**config.mk**
```make
export PLATFORM = sky130hd
export DESIGN_NAME = fix_to_float_stage
export DESIGN_NICKNAME = d
export VERILOG_FILES = /design/src/rtl/fix_to_float_stage.sv
export SDC_FILE = /design/constraint.sdc
export NUM_CORES = 1
export LEC_CHECK = 0
export ABC_CLOCK_PERIOD_IN_PS = 4700
export CORE_AREA = 4 4 142 144
export CTS_CLUSTER_DIAMETER = 80
export DETAILED_ROUTE_END_ITERATION = 7
export DIE_AREA = 0 0 146 148
export PLACE_DENSITY = 0.52
export SETUP_SLACK_MARGIN = 0.3
export SLEW_MARGIN = 20
export SYNTH_ARGS = -nofsm -noshare
export SYNTH_HDL_FRONTEND = slang
export SYNTH_SLANG_ARGS = --single-unit
```
**constraint.sdc**
```tcl
create_clock -name clock -period 4.7 [get_ports clock]
set_input_delay 1.41 -clock clock [delete_from_list [all_inputs] [get_ports clock]]
set_output_delay 1.41 -clock clock [all_outputs]
set_load 0.01 [all_outputs]
```
**src/rtl/fix_to_float_stage.sv**
```systemverilog
// Three-stage signed fixed-point to IEEE-754 single converter after the CORDIC rotator.
// Define FIX2FLT_ROUND_EN for round-to-nearest-even; the default build truncates.
module fix_to_float_stage #(
   parameter int FRAC_W = 30
) (
   input  logic        clock,
   input  logic        aclr_n,
   input  logic        clk_en,
   input  logic        in_valid,
   input  logic [31:0] fix_in,
   output logic        out_valid,
   output logic [31:0] result
);

   localparam logic [7:0] EXP_BASE = 8'(158 - FRAC_W);

   function automatic logic [4:0] lzc32(input logic [31:0] v);
      lzc32 = 5'd0;
      for (int i = 0; i < 32; i++) begin
         if (v[i]) lzc32 = 5'(31 - i);
      end
   endfunction

   logic        s1_v;
   logic        s1_sign;
   logic        s1_zero;
   logic [31:0] s1_mag;
   logic [31:0] mag_c;

   assign mag_c = fix_in[31] ? (~fix_in + 32'd1) : fix_in;

   always_ff @(posedge clock or negedge aclr_n) begin
      if (!aclr_n) begin
         s1_v    <= 1'b0;
         s1_sign <= 1'b0;
         s1_zero <= 1'b0;
         s1_mag  <= 32'd0;
      end else if (clk_en) begin
         s1_v    <= in_valid;
         s1_sign <= fix_in[31];
         s1_zero <= (fix_in == 32'd0);
         s1_mag  <= mag_c;
      end
   end

   logic        s2_v;
   logic        s2_sign;
   logic        s2_zero;
   logic [4:0]  s2_lzc;
   logic [4:0]  lzc_c;
   logic [22:0] s2_frac;
   logic [22:0] frac_c;

   assign lzc_c  = lzc32(s1_mag);
   assign frac_c = 23'((s1_mag << lzc_c) >> 8);

`ifdef FIX2FLT_ROUND_EN
   // Only the guard and the OR of the bits below it survive into stage 3.
   logic [7:0] low_c;
   logic       s2_grd;
   logic       s2_stk;

   assign low_c = 8'(s1_mag << lzc_c);
`endif

   always_ff @(posedge clock or negedge aclr_n) begin
      if (!aclr_n) begin
         s2_v    <= 1'b0;
         s2_sign <= 1'b0;
         s2_zero <= 1'b0;
         s2_lzc  <= 5'd0;
         s2_frac <= 23'd0;
`ifdef FIX2FLT_ROUND_EN
         s2_grd  <= 1'b0;
         s2_stk  <= 1'b0;
`endif
      end else if (clk_en) begin
         s2_v    <= s1_v;
         s2_sign <= s1_sign;
         s2_zero <= s1_zero;
         s2_lzc  <= lzc_c;
         s2_frac <= frac_c;
`ifdef FIX2FLT_ROUND_EN
         s2_grd  <= low_c[7];
         s2_stk  <= |low_c[6:0];
`endif
      end
   end

   logic [7:0]  exp_c;
   logic [7:0]  exp_r;
   logic [22:0] frac_r;
   logic [31:0] pack_c;

   assign exp_c = EXP_BASE - {3'd0, s2_lzc};

`ifdef FIX2FLT_ROUND_EN
   logic rnd_inc;
   logic carry;

   assign rnd_inc = s2_grd & (s2_stk | s2_frac[0]);
   // A carry out of the fraction leaves frac at zero and bumps the exponent.
   assign {carry, frac_r} = {1'b0, s2_frac} + {23'd0, rnd_inc};
   assign exp_r = exp_c + {7'd0, carry};
`else
   assign frac_r = s2_frac;
   assign exp_r  = exp_c;
`endif

   assign pack_c = s2_zero ? 32'd0 : {s2_sign, exp_r, frac_r};

   always_ff @(posedge clock or negedge aclr_n) begin
      if (!aclr_n) begin
         out_valid <= 1'b0;
         result    <= 32'd0;
      end else if (clk_en) begin
         out_valid <= s2_v;
         result    <= pack_c;
      end
   end

endmodule

```
# Word-level counts from Yosys, hierarchy flattened

Cells that the tools add are included.

Flip-flop bits (word level): 99
Input bits: 36
Output and inout port bits: 33
Logic and storage cells: 50

$add $sub $neg: 2
Shift-type cells: 1
Muxes and demuxes: 34
Bitwise operators: 1
Reduce and logical (&&, ||, !) cells: 1

Operators by type and width:

| operator              | number |
|---|---|
| $mux 5                | 32 |
| $mux 32               | 2 |
| $add 32x1->32 const B | 1 |
| $logic_not 32->1      | 1 |
| $not 32->32           | 1 |
| $shl 32x5->31         | 1 |
| $sub 8x5->8 const A   | 1 |

# Depth between registers and ports, before layout

Word-level depth: 33
Gate-level depth with buffers: 12
Depth with buffers taken out: 10

# Least setup slack after synthesis

Ideal clock, no wire load.

Path kind: in2reg
Start point: in fix_in[5]
End point: reg s1_mag[30]
Setup time: 0.137 ns
Arrival: 3.256 ns
Required time: 4.563 ns
Path slack: 1.307 ns
Cell stages on the path: 9
Buffers on the path: 0
Cell sequence: nor4_1 -> nand2_1 -> or3_1 -> nand2b_1 -> nand2b_1 -> nand2b_1 -> o31ai_1 -> xor2_1 -> a21oi_1

Word-level cells in the longest chain between the ends: 3

RTL lines:

| what                 | line | text |
|---|---|---|
| from (decl)          | 10   | `input logic [31:0] fix_in,` |
| $not 32->32          | 30   | `assign mag_c = fix_in[31] ? (~fix_in + 32'd1) : fix_in;` |
| $add 32x1->32        | 30   |  |
| $mux 32              | 30   |  |
| to (signal assigned) | 42   | `s1_mag <= mag_c;` |
| to (decl)            | 27   | `logic [31:0] s1_mag;` |

Every way passes these cells.
A chain may end at the register's enable or synchronous reset.

# Final worst setup path

Start point: in fix_in[3]
End point: reg s1_mag[30]

The elaborated chain is that of the path after synthesis.

==> impl_results.md <==
- Top-count cell post-synth: dfrtp_1
- Period utilisation layout: roughly four fifths
- Final Skew: 5.85 ps
- YS warnings: 0
- First-pass GRT wire length: 29400 µm
- Area leader, netlist: dfrtp_1
- Worst Tran Pin Value: approximately 1100 ps
- CTS buffer count: 9
- Vias per inst: around 5.6
- Fin nets: approximately 800
- FMAX: 0.262 GHz
- Most used cell, CP: nand2b_1
- Routed wire length per instance: around 18 µm
- Max-slew violations: 0
- CTS tree: done
- Clk slew on worst S/H paths: around 70 ps
- Diodes inserted: 0
- Worst setup EP type: flip-flop
- CP required: roughly 4900 ps
- Leak: approximately 3.2 nW
- Fraction of layout instances using a drive strength above 1: roughly 8%
- RSZ-0062 raised after global routing: false
- Crit Path Max Fanout: 5
- Vias in the first global route: roughly 5500
- Slowest cell on the critical path: clkdlybuf4s50_1
- Initial DRC count: approximately 510
- Post-CTS Setup Repair Bufs: 0
- Die X: about 150 µm
- Top cells by count, synth: 99 x dfrtp_1, 72 x nor2_1, 54 x nand2_1
- Post-DRT Antenna Nets: 0
- #FFs+latches synth: 99
- # fillers: 1860
- Top cells by area, synth: dfrtp_1 38%, mux2i_1 6.8%, nor2_1 4.2%, xor2_1 3.9%, mux2_2 3.6%
- Register area share after synthesis: a little under two fifths
- CP Launch Type: primary input
- # hold bufs at CTS: 0
- Synth cell types: between 60 and 70
- Worst slack, placed: approximately 460 ps
- H-tree levels: 3
- Min Tclk post-route: roughly 3800 ps
- PnR Total Power: about 2.8 mW
- Slew headroom: 25.2%
- Fraction of registers with async set or reset after synthesis: 100%
- Final setup margin: 878 ps
- Mean post-synth cell area: around 8.9 µm²
- Cells along the critical path: clkdlybuf4s50_1 > nor4_1 > nand2_1 > or3_1 > nand2b_1 > nand2b_1 > nand2b_1 > o31ai_1 > xor2_1 > a21oi_1
- CP Buf/Inv Count: 1
- Initial antenna violation count: 0
- Setup tns final: 0 ps
- Layout area overhead: 17.0%
- Final setup fails: 0
- WP data arrival: between 4000 and 5000 ps
- Max stage delay on crit path: between 400 and 500 ps
- Clk buf depth: 2
- Die area: between 0.02 and 0.025 mm²
- Detailed placement HPWL: 12800 µm
- Register Area: between 0.002 and 0.0025 mm²
- Worst vdd ir: 0.000182 V
- Gr ovfl total: 0
- Delay-heaviest family, CP: simple AND/OR/NAND/NOR gates
- Core Area: 0.0187 mm²
- Pre-antenna DRT Iters: 5
- Final GP Congestion: about 0.84
- Post-synth EDFFs: 0
- Cell Area, Synth: 0.00649 mm²
- CP Class: in -> reg
- Port Buf Inserts: about 70
- Synthesized Nets: 767
- Final Hold Fails: 0
- Die Span Y: roughly 150 µm
- Total track usage: 16.6%
- Max_cap viols: 0
- Hold crit path type: reg -> reg
- Area of the multi-input gates: about 0.0036 mm²
- Status: complete, no violations
- # clock sinks: 99
- Primary FF master, synth: dfrtp_1
- Hold slack: about 500 ps
- Top cell type's share of synthesized area: 38.2%
- Post-Synthesis Cells: between 700 and 800
- Num ports: 69
- Root Buffer: clkbuf_16
- P per Cell Area: between 300 and 400 mW/mm²
- Vias: 5575
- Largest net degree at the start of global routing: 88
- Worst-skew pair later-pin latency: roughly 360 ps
- Initial Util: between 30% and 40%
- Post-route DRC violation count: 0
- FP Rows: 50
- WL final: 17600 µm
- PostCTS Resize Cnt: 0
power by group:
group | internal (mW) | switching, mW
Clock | 0.455 | 0.331
Combinational | 0.417 | 0.466
Sequential | 1.00 | 0.149
path summary, 6_finish.rpt:
check | startpoint | to | slack, ps | cells after the start
max in group asynchronous | aclr_n | s1_mag[12] | 2860 | 2
worst min register to register | result[14] | result[14] | 490 | 2
worst min-delay path | result[14] | result[14] | 490 | 2
worst max register to register | s1_mag[4] | frac_r[17] | 1020 | 9
worst max-delay path | fix_in[3] | s1_mag[30] | 880 | 10
min in group asynchronous | aclr_n | result[6] | 1120 | 1
state kept, by name (all words and copies together), names as in the netlist:
register and count:
s2_v 1, s1_sign 1, s2_lzc 5, s1_zero 1, s2_sign 1, result 32
frac_r 23, out_valid 1, s2_zero 1, s1_mag 32, s1_v 1
worst min-delay path, stage by stage, from the launching register on:
cell and delay [ps]:
dfrtp_1 340, nand2_1 60, o31ai_1 50
cells in the final DEF, fill, tap and decap left out, drive strengths merged, types with 3 or more instances in the layout:
cell           synthesis  layout
dfrtp                 99      99
o41ai                  5       5
o21a                   4       4
a22o                   5       5
or3                    7       7
a32oi                  4       4
nor2b                  7       7
nor2                  72      72
o21ai                 48      48
nand3b                20      20
clkdlybuf4s50          0      66
mux2                  21      21
o31ai                 18      18
a211o                  3       3
a21o                   4       4
or4                    5       5
buf                   27      13
a221o                  5       5
a211oi                 7       7
o211ai                 3       3
a2111oi                3       3
nor3                  10      10
nand2                 55      55
a221oi                 9       9
mux2i                 44      44
inv                   41      41
xor2                  29      29
a222oi                 3       3
o21bai                 3       3
clkbuf                33      12
mux4                   4       4
o2bb2ai                5       5
a22oi                 15      15
and3                   4       4
a21oi                 45      45
nand2b                11      11
o22ai                  7       7
o32ai                  4       4
nand3                  7       7
nor4                  12      12
metal layers:
| metal | up-vias | wire, µm | global-route usage [%] |
|---|---|---|---|
| met5 | - | 0 | 0 |
| met4 | 0 | 263 | 4.52 |
| met3 | 20 | 698 | 3.25 |
| met2 | 119 | 8340 | 27.1 |
| met1 | 2725 | 8290 | 22.7 |
| li1 | 2711 | - | - |
cell families after synthesis:
group	count (synthesis)	share of synthesized area, %
AND/OR/NAND/NOR	215	16.3
AO/OA/AOI/OAI	213	22.6
buffers and inverters	101	6.58
flip-flops	99	38.2
multiplexers	69	11.9
XOR/XNOR	30	4.05
adder cells (fa/ha/maj)	2	0.386
area by class of cell:
class                      instances  share of cell area, %
clock buffer                      12                   3.51
tap                              234                   3.86
inverter                          41                   2.03
clock inverter                     3                  0.610
timing repair buffer              79                   10.0
sequential                        99                   32.6
multi-input combinational        529                   47.3
per-stage QoR:
step                instance area [µm²]  util [%]  instances
floorplan                          6490         -        729
global placement                   7270      38.9        982
detailed placement                 7270      38.9        982
CTS                                7580      40.5        997
global route                       7590      40.6        997
finish                             7590      40.6        997
(Power assumes the default switching activity.)
